$ cat src/rtl/branch_resolve_if.sv
// ----------------------------------------------------------------------------
// branch_resolve_if
//   Groups the request, comparison-unit, response, redirect and flush signals
//   of the branch resolve unit.
//
//   Handshake: a request transfers on a rising clk edge where req_valid and
//   req_ready are both 1. The requester must hold req_valid and every req_*
//   field stable until that edge. req_valid may rise at any time and does not
//   depend on req_ready. resp_valid and redirect_valid are single-cycle pulses
//   with no back-pressure. resp_* and redirect_pc are only meaningful while
//   their valid is high.
//
//   modport slave  : the branch resolve unit's view.
//   modport master : the environment's view (decode/issue, comparison unit,
//                    fetch).
// ----------------------------------------------------------------------------
interface branch_resolve_if #(
  parameter int OPD_LENGTH = 32
);
  // decode/issue -> unit
  logic                  req_valid;
  logic                  req_ready;
  logic [2:0]            req_funct3;
  logic [OPD_LENGTH-1:0] req_rs1;
  logic [OPD_LENGTH-1:0] req_rs2;
  logic [OPD_LENGTH-1:0] req_pc;
  logic [OPD_LENGTH-1:0] req_imm;
  logic                  req_pred_taken;
  // unit <-> comparison unit
  logic [OPD_LENGTH-1:0] cmp_opd1;
  logic [OPD_LENGTH-1:0] cmp_opd2;
  logic [3:0]            cmp_op_select;
  logic [OPD_LENGTH-1:0] cmp_result;
  // unit -> issue / fetch
  logic                  resp_valid;
  logic                  resp_taken;
  logic                  resp_illegal;
  logic                  redirect_valid;
  logic [OPD_LENGTH-1:0] redirect_pc;
  logic                  flush;

  modport slave (
    input  req_valid, req_funct3, req_rs1, req_rs2, req_pc, req_imm,
           req_pred_taken, cmp_result,
    output req_ready, cmp_opd1, cmp_opd2, cmp_op_select,
           resp_valid, resp_taken, resp_illegal,
           redirect_valid, redirect_pc, flush
  );

  modport master (
    output req_valid, req_funct3, req_rs1, req_rs2, req_pc, req_imm,
           req_pred_taken, cmp_result,
    input  req_ready, cmp_opd1, cmp_opd2, cmp_op_select,
           resp_valid, resp_taken, resp_illegal,
           redirect_valid, redirect_pc, flush
  );
endinterface

$ cat src/rtl/branch_resolve_unit.sv
// ----------------------------------------------------------------------------
// branch_resolve_unit
//   Resolves RV32 conditional branches (BEQ/BNE/BLT/BGE/BLTU/BGEU) using an
//   external combinational comparison unit. One branch is accepted per
//   handshake, its operands and compare select are driven to the comparison
//   unit, the result is sampled, and on a mispredict a PC redirect pulse is
//   issued followed by a FLUSH_CYCLES-long flush.
//
//   FSM: IDLE -> CMP -> RESOLVE -> (FLUSH | IDLE)
//
// Ports:
//   clk              clock, all state changes on the rising edge
//   rst_n            synchronous active-low reset
//   bus              branch_resolve_if.slave (request, comparison unit,
//                    response, redirect, flush); OPD_LENGTH must match
//   mispredict_count saturating count of mispredicted branches
//   dbg_state        current FSM state (0 IDLE, 1 CMP, 2 RESOLVE, 3 FLUSH)
// ----------------------------------------------------------------------------
module branch_resolve_unit #(
  parameter int OPD_LENGTH   = 32,
  parameter int FLUSH_CYCLES = 2,
  parameter int CNT_WIDTH    = 16
) (
  input  logic                 clk,
  input  logic                 rst_n,
  branch_resolve_if.slave      bus,
  output logic [CNT_WIDTH-1:0] mispredict_count,
  output logic [1:0]           dbg_state
);

  localparam int FC_W = (FLUSH_CYCLES < 2) ? 1 : $clog2(FLUSH_CYCLES);

  typedef enum logic [1:0] {
    S_IDLE    = 2'd0,
    S_CMP     = 2'd1,
    S_RESOLVE = 2'd2,
    S_FLUSH   = 2'd3
  } state_t;

  state_t                state;
  logic [OPD_LENGTH-1:0] rs1_q, rs2_q, pc_q, imm_q;
  logic                  pred_q;
  logic [3:0]            op_sel_q;
  logic                  illegal_q;
  logic                  mispredict_q;
  logic [FC_W-1:0]       flush_cnt;

  logic [3:0]            op_sel_d;
  logic                  illegal_d;
  logic                  cmp_taken;
  logic                  cmp_mispredict;
  logic [OPD_LENGTH-1:0] target_taken;
  logic [OPD_LENGTH-1:0] target_fall;

  // Only bit 0 of the comparison result carries information.
  logic unused_cmp_bits;
  assign unused_cmp_bits = ^bus.cmp_result[OPD_LENGTH-1:1];

  // funct3 decode to the comparison unit's select encoding.
  always_comb begin
    op_sel_d  = 4'b0000;
    illegal_d = 1'b0;
    case (bus.req_funct3)
      3'b000:  op_sel_d = 4'b0000;  // EQ
      3'b001:  op_sel_d = 4'b0001;  // NE
      3'b100:  op_sel_d = 4'b0011;  // LT
      3'b101:  op_sel_d = 4'b0010;  // GE
      3'b110:  op_sel_d = 4'b0111;  // LTU
      3'b111:  op_sel_d = 4'b0110;  // GEU
      default: illegal_d = 1'b1;    // 010, 011
    endcase
  end

  // An illegal branch is never taken, so it can never mispredict.
  always_comb begin
    cmp_taken      = bus.cmp_result[0] & ~illegal_q;
    cmp_mispredict = (cmp_taken != pred_q) & ~illegal_q;
    target_taken   = pc_q + imm_q;               // wraps modulo 2^OPD_LENGTH
    target_fall    = pc_q + OPD_LENGTH'(4);
  end

  assign bus.cmp_opd1      = rs1_q;
  assign bus.cmp_opd2      = rs2_q;
  assign bus.cmp_op_select = op_sel_q;
  assign dbg_state         = state;

  always_ff @(posedge clk) begin
    if (!rst_n) begin
      state              <= S_IDLE;
      rs1_q              <= '0;
      rs2_q              <= '0;
      pc_q               <= '0;
      imm_q              <= '0;
      pred_q             <= 1'b0;
      op_sel_q           <= 4'b0000;
      illegal_q          <= 1'b0;
      mispredict_q       <= 1'b0;
      flush_cnt          <= '0;
      bus.req_ready      <= 1'b1;
      bus.resp_valid     <= 1'b0;
      bus.resp_taken     <= 1'b0;
      bus.resp_illegal   <= 1'b0;
      bus.redirect_valid <= 1'b0;
      bus.redirect_pc    <= '0;
      bus.flush          <= 1'b0;
      mispredict_count   <= '0;
    end else begin
      case (state)
        S_IDLE: begin
          if (bus.req_valid) begin
            rs1_q         <= bus.req_rs1;
            rs2_q         <= bus.req_rs2;
            pc_q          <= bus.req_pc;
            imm_q         <= bus.req_imm;
            pred_q        <= bus.req_pred_taken;
            op_sel_q      <= op_sel_d;
            illegal_q     <= illegal_d;
            bus.req_ready <= 1'b0;
            state         <= S_CMP;
          end
        end

        // Response and redirect are registered here so they are stable
        // for the whole RESOLVE cycle.
        S_CMP: begin
          bus.resp_valid   <= 1'b1;
          bus.resp_taken   <= cmp_taken;
          bus.resp_illegal <= illegal_q;
          mispredict_q     <= cmp_mispredict;
          if (cmp_mispredict) begin
            bus.redirect_valid <= 1'b1;
            bus.redirect_pc    <= cmp_taken ? target_taken : target_fall;
          end
          state <= S_RESOLVE;
        end

        S_RESOLVE: begin
          bus.resp_valid     <= 1'b0;
          bus.redirect_valid <= 1'b0;
          if (mispredict_q) begin
            if (mispredict_count != {CNT_WIDTH{1'b1}})
              mispredict_count <= mispredict_count + 1'b1;
            bus.flush <= 1'b1;
            flush_cnt <= FC_W'(FLUSH_CYCLES - 1);
            state     <= S_FLUSH;
          end else begin
            bus.req_ready <= 1'b1;
            state         <= S_IDLE;
          end
        end

        // flush_cnt counts remaining flush cycles after the current one.
        S_FLUSH: begin
          if (flush_cnt == '0) begin
            bus.flush     <= 1'b0;
            bus.req_ready <= 1'b1;
            state         <= S_IDLE;
          end else begin
            flush_cnt <= flush_cnt - 1'b1;
          end
        end

        default: state <= S_IDLE;
      endcase
    end
  end

endmodule
$ cat src/flat_wrapper.sv
// flat-port wrapper written by rule: the top's interface ports become plain ports
module branch_resolve_unit_flat 
#(
  parameter int OPD_LENGTH   = 32,
  parameter int FLUSH_CYCLES = 2,
  parameter int CNT_WIDTH    = 16
)
  (clk, rst_n, mispredict_count, dbg_state, bus_req_valid, bus_req_funct3, bus_req_rs1, bus_req_rs2, bus_req_pc, bus_req_imm, bus_req_pred_taken, bus_cmp_result, bus_req_ready, bus_cmp_opd1, bus_cmp_opd2, bus_cmp_op_select, bus_resp_valid, bus_resp_taken, bus_resp_illegal, bus_redirect_valid, bus_redirect_pc, bus_flush);
  branch_resolve_if #(.OPD_LENGTH(OPD_LENGTH)) bus_i ();
  input  logic clk;
  input  logic rst_n;
  output logic [CNT_WIDTH-1:0] mispredict_count;
  output logic [1:0] dbg_state;
  input wire logic [$bits(bus_i.req_valid)-1:0] bus_req_valid;
  input wire logic [$bits(bus_i.req_funct3)-1:0] bus_req_funct3;
  input wire logic [$bits(bus_i.req_rs1)-1:0] bus_req_rs1;
  input wire logic [$bits(bus_i.req_rs2)-1:0] bus_req_rs2;
  input wire logic [$bits(bus_i.req_pc)-1:0] bus_req_pc;
  input wire logic [$bits(bus_i.req_imm)-1:0] bus_req_imm;
  input wire logic [$bits(bus_i.req_pred_taken)-1:0] bus_req_pred_taken;
  input wire logic [$bits(bus_i.cmp_result)-1:0] bus_cmp_result;
  output wire logic [$bits(bus_i.req_ready)-1:0] bus_req_ready;
  output wire logic [$bits(bus_i.cmp_opd1)-1:0] bus_cmp_opd1;
  output wire logic [$bits(bus_i.cmp_opd2)-1:0] bus_cmp_opd2;
  output wire logic [$bits(bus_i.cmp_op_select)-1:0] bus_cmp_op_select;
  output wire logic [$bits(bus_i.resp_valid)-1:0] bus_resp_valid;
  output wire logic [$bits(bus_i.resp_taken)-1:0] bus_resp_taken;
  output wire logic [$bits(bus_i.resp_illegal)-1:0] bus_resp_illegal;
  output wire logic [$bits(bus_i.redirect_valid)-1:0] bus_redirect_valid;
  output wire logic [$bits(bus_i.redirect_pc)-1:0] bus_redirect_pc;
  output wire logic [$bits(bus_i.flush)-1:0] bus_flush;
  assign bus_i.req_valid = bus_req_valid;
  assign bus_i.req_funct3 = bus_req_funct3;
  assign bus_i.req_rs1 = bus_req_rs1;
  assign bus_i.req_rs2 = bus_req_rs2;
  assign bus_i.req_pc = bus_req_pc;
  assign bus_i.req_imm = bus_req_imm;
  assign bus_i.req_pred_taken = bus_req_pred_taken;
  assign bus_i.cmp_result = bus_cmp_result;
  assign bus_req_ready = bus_i.req_ready;
  assign bus_cmp_opd1 = bus_i.cmp_opd1;
  assign bus_cmp_opd2 = bus_i.cmp_opd2;
  assign bus_cmp_op_select = bus_i.cmp_op_select;
  assign bus_resp_valid = bus_i.resp_valid;
  assign bus_resp_taken = bus_i.resp_taken;
  assign bus_resp_illegal = bus_i.resp_illegal;
  assign bus_redirect_valid = bus_i.redirect_valid;
  assign bus_redirect_pc = bus_i.redirect_pc;
  assign bus_flush = bus_i.flush;
  branch_resolve_unit #(.OPD_LENGTH(OPD_LENGTH), .FLUSH_CYCLES(FLUSH_CYCLES), .CNT_WIDTH(CNT_WIDTH)) u_core (.clk(clk), .rst_n(rst_n), .bus(bus_i), .mispredict_count(mispredict_count), .dbg_state(dbg_state));
endmodule
$ cat config.mk
export PLATFORM = sky130hd
export DESIGN_NAME = branch_resolve_unit_flat
export DESIGN_NICKNAME = d
export VERILOG_FILES = /design/src/rtl/branch_resolve_if.sv /design/src/rtl/branch_resolve_unit.sv /design/src/flat_wrapper.sv
export SDC_FILE = /design/constraint.sdc
export NUM_CORES = 1
export LEC_CHECK = 0
export ABC_CLOCK_PERIOD_IN_PS = 2760
export CAP_MARGIN = 20
export CORE_ASPECT_RATIO = 0.7
export CORE_MARGIN = 8
export CORE_UTILIZATION = 23
export DETAILED_ROUTE_END_ITERATION = 6
export SETUP_SLACK_MARGIN = 0.15
export SLEW_MARGIN = 20
export SYNTH_ARGS = -nofsm -noshare
export SYNTH_HDL_FRONTEND = slang
export SYNTH_SLANG_ARGS = --single-unit
export TNS_END_PERCENT = 1
$ cat constraint.sdc
create_clock -name clk -period 2.76 [get_ports clk]
set_clock_uncertainty 0.15 [all_clocks]
set_input_delay 0.552 -clock clk [delete_from_list [all_inputs] [get_ports clk]]
set_output_delay 0.552 -clock clk [all_outputs]
set_load 0.01 [all_outputs]
==> impl_metrics.csv, run 1 <==
group,metric,value,unit
min_path,min_from,"u_core.bus.cmp_opd2[12]$_SDFFE_PN0P_",
timing,tightest_slew,0.587,ns
synth,yosys_warnings,0,
timing,period_needed,2.76,ns
clock_tree,cts_tree,"done",
timing,fin_crit_sh,99.8,%
synth,seq_area_frac_synth,40.7,%
cells_and_area,final_nets,1755,
synth,synth-edff-count,0,
critical_path,worstPathArrival,2.93,ns
synth,ys.flop_type,"dfxtp_1",
synth,yosys.area.top_type,"dfxtp_1",
die,start_util,23.1,%
cells_and_area,fin_area,14100,um2
place,io_buffers,258,
timing,hold_viol,0,
place,hpwlAfterDp,26700,um
detailed_routing,vias_per_cell,4.58,
synth,synth_area,9390,um2
global_routing,grt_max_degree,81,
global_routing,antenna_found_initial,0,
timing,rsz0062_at_grt,"true",
clock_tree,cts_root_buffer,"clkbuf_16",
clock_tree,cts_buffers,17,
min_path,min-delay-path-class,"flip-flop to flip-flop",
timing,setup-tns-final,0,ns
die,rows,62,
detailed_routing,initialDrtViolationCount,615,
place,placed_area,13300,um2
synth,async_flop_share,0,%
synth,synth.top_cells.by_area,"dfxtp_1, nand2_1, a21oi_1",
die,coreArea,40600,um2
detailed_routing,firstDrtPassIters,6,
cells_and_area,num_antenna_cells,0,
timing,holdWs,0.305,ns
critical_path,r2r_start,"u_core.imm_q[10]$_SDFFE_PN0P_",
detailed_routing,routed_wl,35200,um
power,vdd_drop_max,407,uV
detailed_routing,avgRoutedWirePerCell,16.7,um
synth,synth_most_common_cell,"nand2_1",
power,power.density,533,nW/um2
synth,yosys.area.top_type_share,40.7,%
synth,syn-mean-instance-area,7.61,um2
critical_path,endpoint_kind,"flip-flop",
synth,synth_cell_type_count,63,
critical_path,start_kind,"flip-flop",
global_routing,overflow,0,
place,dp_slack,-0.233,ns
cells_and_area,area_growth,50.3,%
detailed_routing,antenna_left,0,
die,die_w,257,um
synth,synth_fp_nets,1441,
clock_tree,clock_path_buffers,2,
clock_tree,clk_latency,0.45,ns
clock_tree,cts.clk_slew.worst_paths,0.08,ns
cells_and_area,layout-drive-gt1-share,13.0,%
power,p_leak,5.41,nW
die,dieArea,47600,um2
clock_tree,cts_sinks,191,
clock_tree,htree_levels,4,
synth,synth_common_cells,"nand2_1, a21oi_1, dfxtp_1",
timing,timing.final.ws_setup,0.00422,ns
job,drv_cap,0,
timing,slew_headroom,60.9,%
synth,synthCells,1234,
global_routing,grt_util_all_layers,14.2,%
synth,yosys_register_bits,191,
global_routing,grt_pass1_wl,53700,um
critical_path,crit_fanout,4,
status,status,"finished, final reports clean",
timing,drv_slew,0,
die,num_io_pins,291,
critical_path,crit_required,2.94,ns
global_routing,grt_pass1_vias,9351,
critical_path,critPathKind,"flip-flop to flip-flop",
die,die_h,185,um
timing,fmax,363,MHz
detailed_routing,remaining_drc_errors,0,
timing,setup_viol,0,
detailed_routing,vias,9633,
place,place.gp.congestion,0.924,
critical_path,startpoint,"u_core.imm_q[10]$_SDFFE_PN0P_",
clock_tree,cts_hold_buf,0,
==> report_power, final <==
part / internal [mW] / switching (mW) / total, mW
registers: 2.98 / 0.151 / 3.13
clock network: 1.20 / 1.21 / 2.41
logic: 0.945 / 1.03 / 1.97
total: 5.13 / 2.39 / 7.52
==> critical path, stage by stage, from the launching register on <==
cell and delay [ns]:
dfxtp_1 0.33, ha_1 0.37, nand2_1 0.14, nor3_2 0.06
a311oi_2 0.26, o211ai_1 0.12, buf_4 0.18, a2111oi_4 0.44
o41ai_2 0.13, xor2_1 0.15, a222oi_1 0.24, nor2_1 0.07
==> flip-flops by register name (all words and copies together) (netlist names), 2 cells and up <==
signal	count
u_core.bus.cmp_op_select	3
u_core.bus.cmp_opd1	32
u_core.bus.cmp_opd2	32
u_core.bus.redirect_pc	32
u_core.dbg_state	2
u_core.imm_q	32
u_core.mispredict_count	16
u_core.pc_q	32
==> timing repair <==
action,in CTS,in global routing
gates resized for setup,20,35
endpoints found under the setup margin,18,19
pin swaps,11,30
buffers inserted,3,0
==> worst paths after layout <==
path,to,slack (ns),cells past startpoint
max reg2reg,u_core.bus.redirect_pc[23]$_SDFFE_PN0P_,0.004,11
min,u_core.bus.cmp_opd2[12]$_SDFFE_PN0P_,0.30,2
min reg2reg,u_core.bus.cmp_opd2[12]$_SDFFE_PN0P_,0.30,2
max,u_core.bus.redirect_pc[23]$_SDFFE_PN0P_,0.004,11
==> final cells by class <==
cell class                      instances  area, um2
Tap cell                              544        681
Clock inverter                         12       98.8
Multi-Input combinational cell        948       5460
Sequential cell                       191       3840
Timing Repair Buffer                  372       3520
Inverter                               18       70.1
Fill cell                            4262      26500
Clock buffer                           20        447
==> layer usage <==
metal	routed length, um	share of wire [%]	vias to the layer above	global-route usage (%)
met3	1870	5.3	26	3.84
met2	15800	45	204	22.3
met1	17100	49	4552	19.2
met4	471	1.3	0	3.77
li1	-	-	4851	-
met5	0	0	-	0
==> through the flow <==
step                total power [mW]  instances  utilization [%]
floorplan                       4.11       1234                -
global placement                5.09       2070             32.7
detailed placement              5.12       2070             32.7
CTS                             7.59       2105             34.3
global route                    7.93       2105             34.7
finish                          7.52       2105             34.7
==> cell usage in the layout, fill, tap and decap left out, types with 10 or more instances in the layout <==
cell and n:
o211ai_1 10, buf_4 107, nor2_1 77, clkdlybuf4s50_1 258, a21o_1 21, o21ai_0 36, clkbuf_16 17, nand2_1 321
nor3_1 11, ha_1 33, a21oi_1 190, dfxtp_1 182, inv_1 17, xnor2_1 34, xor2_1 24, a211oi_1 13
nand3_1 36
==> cell families after synthesis <==
logic type                 after synthesis  synth area share [%]
and+or+nand+nor                        506                  22.9
AOI/OAI and AO/OA                      334                  20.6
DFF                                    191                  40.7
buffers and inverters                   95                  3.97
xor gates and xnor gates                60                  5.60
adders and majority gates               40                  5.41
muxes                                    7                 0.760
other                                    1                0.0399
(Power assumes the default switching activity.)
==> run 2, diff against run 1 <==
--- a/config.mk
+++ b/config.mk
@@ -7,10 +7,13 @@
 export LEC_CHECK = 0
 export ABC_CLOCK_PERIOD_IN_PS = 2760
 export CAP_MARGIN = 20
+export CELL_PAD_IN_SITES_DETAIL_PLACEMENT = 0
+export CELL_PAD_IN_SITES_GLOBAL_PLACEMENT = 1
 export CORE_ASPECT_RATIO = 0.7
 export CORE_MARGIN = 8
 export CORE_UTILIZATION = 23
 export DETAILED_ROUTE_END_ITERATION = 6
+export PLACE_DENSITY_LB_ADDON = 0.1
 export SETUP_SLACK_MARGIN = 0.15
 export SLEW_MARGIN = 20
 export SYNTH_ARGS = -nofsm -noshare
==> impl_metrics.csv, run 2 (synthesized netlist as in run 1, its figures left out) <==
group,metric,value,unit
power,power.density,539,nW/um2
critical_path,r2r_start,"u_core.pc_q[3]$_SDFFE_PN0P_",
timing,fin_crit_sh,99.1,%
power,p_comb_share,26.4,%
power,seqPwrFrac,40.5,%
timing,setup_viol,0,
die,die_h,185,um
min_path,min-delay-path-class,"flip-flop to flip-flop",
detailed_routing,initialDrtViolationCount,458,
timing,period_needed,2.74,ns
detailed_routing,routed_wl,37800,um
detailed_routing,vias,9475,
timing,tightest_slew,0.535,ns
critical_path,critPathKind,"flip-flop to flip-flop",
critical_path,worst_r2r_path_depth,10,
clock_tree,cts.clk_slew.worst_paths,0.08,ns
clock_tree,cts_buffers,17,
cells_and_area,final_cell_mix,"nand2_1, clkdlybuf4s50_1, a21oi_1",
clock_tree,clock_path_buffers,2,
die,coreArea,40600,um2
critical_path,start_kind,"flip-flop",
detailed_routing,remaining_drc_errors,0,
cells_and_area,num_antenna_cells,0,
cells_and_area,final_nets,1769,
detailed_routing,firstDrtPassIters,4,
clock_tree,clk_latency,0.46,ns
min_path,holdPathStages,2,
timing,fmax,365,MHz
power,power.switching,2.55,mW
detailed_routing,vias_per_cell,4.47,
timing,setup-tns-final,0,ns
die,num_io_pins,291,
power,p_leak,5.53,nW
cells_and_area,fin_area,14300,um2
critical_path,r2r_slack,0.02,ns
power,internal_power,5.18,mW
die,rows,62,
timing,rsz0062_at_grt,"true",
power,vdd_drop_max,443,uV
global_routing,grt_util_all_layers,15.5,%
clock_tree,htree_levels,4,
timing,hold_viol,0,
critical_path,reg2reg_to,"u_core.bus.redirect_pc[22]$_SDFFE_PN0P_",
min_path,min_to,"u_core.bus.cmp_opd1[10]$_SDFFE_PN0P_",
place,placed_area,13400,um2
clock_tree,cts_sinks,191,
place,hpwlAfterDp,28600,um
clock_tree,cts_root_buffer,"clkbuf_16",
clock_tree,cts_tree,"done",
cells_and_area,area_growth,52.8,%
global_routing,grt_pass1_vias,9363,
place,place.gp.congestion,0.818,
min_path,min_from,"u_core.bus.cmp_opd1[10]$_SDFFE_PN0P_",
place,io_buffers,258,
cells_and_area,layout-drive-gt1-share,14.4,%
job,drv_cap,0,
critical_path,crit_fanout,5,
die,die_w,257,um
detailed_routing,avgRoutedWirePerCell,17.9,um
timing,slew_headroom,64.4,%
status,status,"finished, final reports clean",
power,pwr-share-clk,33.1,%
global_routing,overflow,0,
die,start_util,23.1,%
critical_path,worstPathArrival,2.96,ns
critical_path,crit_required,2.98,ns
critical_path,endpoint_kind,"flip-flop",
cells_and_area,fillers,4380,
global_routing,antenna_found_initial,0,
power,swShare,33.0,%
timing,drv_slew,0,
cells_and_area,final_common_cell,"nand2_1",
detailed_routing,antenna_left,0,
global_routing,grt_max_degree,45,
die,dieArea,47600,um2
global_routing,grt_pass1_wl,57300,um
[run 2: timing repair]
item / 4_1_cts / 5_1_grt
endpoints found under the hold margin: 0 / 0
setup endpoints to repair: 20 / 21
resized for setup: 37 / 29
hold buffers: 0 / 0
pin swaps: 25 / 14
buffers inserted: 4 / 0
[run 2: power groups by stage]
stage	logic, mW	registers [mW]	clock network, mW
CTS	2.05	3.13	2.66
global placement	2.01	3.18	0
finish	2.04	3.13	2.56
global route	2.24	3.16	2.77
floorplan	0.871	3.24	0
detailed placement	2.01	3.18	0
[run 2: layer usage]
| layer | vias up | global-route usage [%] | part of all wire [%] |
|---|---|---|---|
| met5 | - | 0 | 0 |
| met4 | 0 | 2.60 | 0.80 |
| met3 | 23 | 3.51 | 4.1 |
| met2 | 145 | 24.3 | 44 |
| met1 | 4448 | 21.7 | 51 |
| li1 | 4859 | - | - |
[run 2: worst max-delay path by stage]
stage	startpoint	end	depth (start not counted)
2_1_floorplan	u_core.imm_q[0]$_SDFFE_PN0P_	u_core.bus.redirect_pc[26]$_SDFFE_PN0P_	11
3_3_place_gp	u_core.imm_q[0]$_SDFFE_PN0P_	u_core.bus.redirect_pc[30]$_SDFFE_PN0P_	13
3_5_place_dp	u_core.imm_q[0]$_SDFFE_PN0P_	u_core.bus.redirect_pc[30]$_SDFFE_PN0P_	13
4_1_cts	u_core.imm_q[0]$_SDFFE_PN0P_	u_core.bus.redirect_pc[30]$_SDFFE_PN0P_	13
5_1_grt	u_core.pc_q[0]$_SDFFE_PN0P_	u_core.bus.redirect_pc[23]$_SDFFE_PN0P_	12
6_report	u_core.pc_q[3]$_SDFFE_PN0P_	u_core.bus.redirect_pc[22]$_SDFFE_PN0P_	10
[run 2: worst max-delay path, stage by stage, from the launching register on]
cell,delay [ns]
dfxtp_1,0.38
buf_4,0.15
ha_2,0.23
nand3_4,0.12
or4_4,0.62
nor2_4,0.13
xor2_2,0.23
nor2_1,0.09
a311oi_2,0.28
a21oi_1,0.07
a211oi_1,0.20
[run 2: stage by stage]
step / hold WS (ns) / utilization (%) / std cells / setup WS (ns) / total power, mW
after floorplan: 0.291 / - / 1234 / 0.145 / 4.11
after global placement: 0.291 / 33.0 / 2083 / -0.217 / 5.19
after detailed placement: 0.296 / 33.0 / 2083 / -0.195 / 5.20
after CTS: 0.308 / 35.0 / 2119 / 0.0825 / 7.84
after global routing: 0.319 / 35.3 / 2119 / -0.141 / 8.18
final: 0.305 / 35.3 / 2119 / 0.0235 / 7.72
[run 2: layout make-up]
cell class,instances,area [um2],area share (%)
well taps,544,681,4.75
inverters,18,72.6,0.506
clock buffers,17,425,2.97
multi-input cells,948,5510,38.4
flip-flops and latches,191,3840,26.8
repair buffers,386,3650,25.4
clock inverters,15,165,1.15
==> run 3, diff against run 2 <==
--- a/config.mk
+++ b/config.mk
@@ -5,8 +5,8 @@
 export SDC_FILE = /design/constraint.sdc
 export NUM_CORES = 1
 export LEC_CHECK = 0
-export ABC_CLOCK_PERIOD_IN_PS = 2760
-export CAP_MARGIN = 20
+export ABC_CLOCK_PERIOD_IN_PS = 3300
+export CAP_MARGIN = 0
 export CELL_PAD_IN_SITES_DETAIL_PLACEMENT = 0
 export CELL_PAD_IN_SITES_GLOBAL_PLACEMENT = 1
 export CORE_ASPECT_RATIO = 0.7
==> constraint.sdc (replaced) <==
create_clock -name clk -period 3.3 [get_ports clk]
set_clock_uncertainty 0.15 [all_clocks]
set_input_delay 0.66 -clock clk [delete_from_list [all_inputs] [get_ports clk]]
set_output_delay 0.66 -clock clk [all_outputs]
set_load 0.01 [all_outputs]
==> impl_metrics.csv, run 3 (synthesized netlist as in run 1, its figures left out) <==
group,metric,value,unit
place,dp.cells,2010,
timing,fmax,327,MHz
global_routing,overflow,0,
clock_tree,clock_path_buffers,2,
place,hpwlAfterDp,27800,um
critical_path,cp_cell_sequence,"ha_1 > nand3_1 > nor2_1 > a22oi_2 > o211ai_1 > a2111oi_2 > buf_4 > o41ai_1 > xor2_1 > a222oi_1 > nor2_1",
clock_tree,htree_levels,4,
critical_path,endpoint_kind,"flip-flop",
detailed_routing,vias_per_cell,4.54,
die,start_util,23.1,%
place,place.gp.congestion,0.791,
global_routing,grt_max_degree,89,
clock_tree,cts_buffers,17,
cells_and_area,fin_area,13400,um2
die,coreArea,40600,um2
die,num_io_pins,291,
die,die_h,185,um
detailed_routing,avgRoutedWirePerCell,18.0,um
power,p_leak,5.07,nW
critical_path,worstPathArrival,3.24,ns
detailed_routing,vias,9279,
global_routing,grt_pass1_wl,56300,um
timing,holdWs,0.305,ns
critical_path,cpMostUsedCell,"nor2_1",
min_path,min-delay-path-class,"flip-flop to flip-flop",
timing,slew_headroom,53.7,%
detailed_routing,routed_wl,36800,um
clock_tree,cts_tree,"done",
detailed_routing,antenna_left,0,
detailed_routing,firstDrtPassIters,4,
cells_and_area,final_util,33.0,%
power,power.density,468,nW/um2
place,dp_slack,0.294,ns
place,placed_area,12800,um2
critical_path,crit_required,3.49,ns
timing,period_needed,3.06,ns
critical_path,start_kind,"flip-flop",
clock_tree,cts_root_buffer,"clkbuf_16",
detailed_routing,initialDrtViolationCount,444,
clock_tree,clk_latency,0.45,ns
status,status,"finished, final reports clean",
timing,drv_slew,0,
timing,setup-tns-final,0,ns
cells_and_area,area_growth,43.1,%
global_routing,antenna_found_initial,1,
die,rows,62,
cells_and_area,final_common_cell,"nand2_1",
cells_and_area,final_cell_mix,"nand2_1, clkdlybuf4s50_1, a21oi_1",
timing,tightest_slew,0.693,ns
power,vdd_drop_max,369,uV
timing,setup_viol,0,
critical_path,crit_fanout,5,
clock_tree,postCtsSetupRepairBufs,0,
cells_and_area,instances_no_fill,2043,
critical_path,critical-path-max-stage-delay,0.51,ns
critical_path,r2r_slack,0.24,ns
timing,rsz0062_at_grt,"true",
die,die_w,257,um
timing,hold_viol,0,
timing,fin_crit_sh,92.7,%
detailed_routing,remaining_drc_errors,0,
job,drv_cap,0,
timing,timing.final.ws_setup,0.240,ns
clock_tree,cts_sinks,191,
die,dieArea,47600,um2
global_routing,grt_pass1_vias,9183,
critical_path,critPathKind,"flip-flop to flip-flop",
cells_and_area,final_nets,1692,
clock_tree,cts.clk_slew.worst_paths,0.08,ns
global_routing,grt_util_all_layers,15.2,%
place,io_buffers,258,
power,totalPowerFinal,6.29,mW
cells_and_area,layout-drive-gt1-share,6.88,%
critical_path,slowest_stage,"o41ai_1",
-- run 3: cell types whose count changed in the layout (fill, tap and decap cells not counted), moves of 4 or more --
cell	previous run	this run
a21oi_2	7	1
dfxtp_2	9	0
a21oi_1	189	195
ha_1	31	39
buf_4	119	45
ha_4	7	0
o21ai_0	35	39
dfxtp_1	181	191
-- run 3: repair_timing --
action,CTS,global route
endpoints found under the setup margin,0,10
resized for setup,0,6
hold buffers,0,0
-- run 3: final cells by class --
type / instances / area [um2]
Antenna cell: 1 / 2.50
Clock buffer: 17 / 425
Clock inverter: 15 / 151
Fill cell: 4392 / 27200
Inverter: 18 / 72.6
Multi-Input combinational cell: 948 / 5240
Sequential cell: 191 / 3820
Tap cell: 544 / 681
Timing Repair Buffer: 309 / 3040
-- run 3: critical path: cells and delay by family, from the launching register on --
family / cells / cell delay (ns)
and+or+nand+nor: 3 / 0.36
adders and majority gates: 1 / 0.39
DFF: 1 / 0.36
buffers and inverters: 1 / 0.17
AOI/OAI and AO/OA: 5 / 1.38
xor gates and xnor gates: 1 / 0.15
-- run 3: path summary, 6_finish.rpt --
check,depth (start not counted),to,startpoint
setup / recovery,11,u_core.bus.redirect_pc[23]$_SDFFE_PN0P_,u_core.pc_q[6]$_SDFFE_PN0P_
hold / removal,2,u_core.bus.cmp_opd1[9]$_SDFFE_PN0P_,u_core.bus.cmp_opd1[9]$_SDFFE_PN0P_
setup reg to reg,11,u_core.bus.redirect_pc[23]$_SDFFE_PN0P_,u_core.pc_q[6]$_SDFFE_PN0P_
hold reg to reg,2,u_core.bus.cmp_opd1[9]$_SDFFE_PN0P_,u_core.bus.cmp_opd1[9]$_SDFFE_PN0P_
-- run 3: metal layers --
metal | global-route usage [%] | up-vias | wire length, um
li1 | - | 4712 | -
met1 | 20.5 | 4403 | 18100
met2 | 24.2 | 149 | 16700
met3 | 4.08 | 15 | 1700
met4 | 2.87 | 0 | 288
met5 | 0 | - | 0
-- run 3: power breakdown --
part	leakage, nW	internal (mW)	switching, mW
combinational	3.22	0.703	0.826
sequential	1.56	2.49	0.135
clock	0.288	1.07	1.07
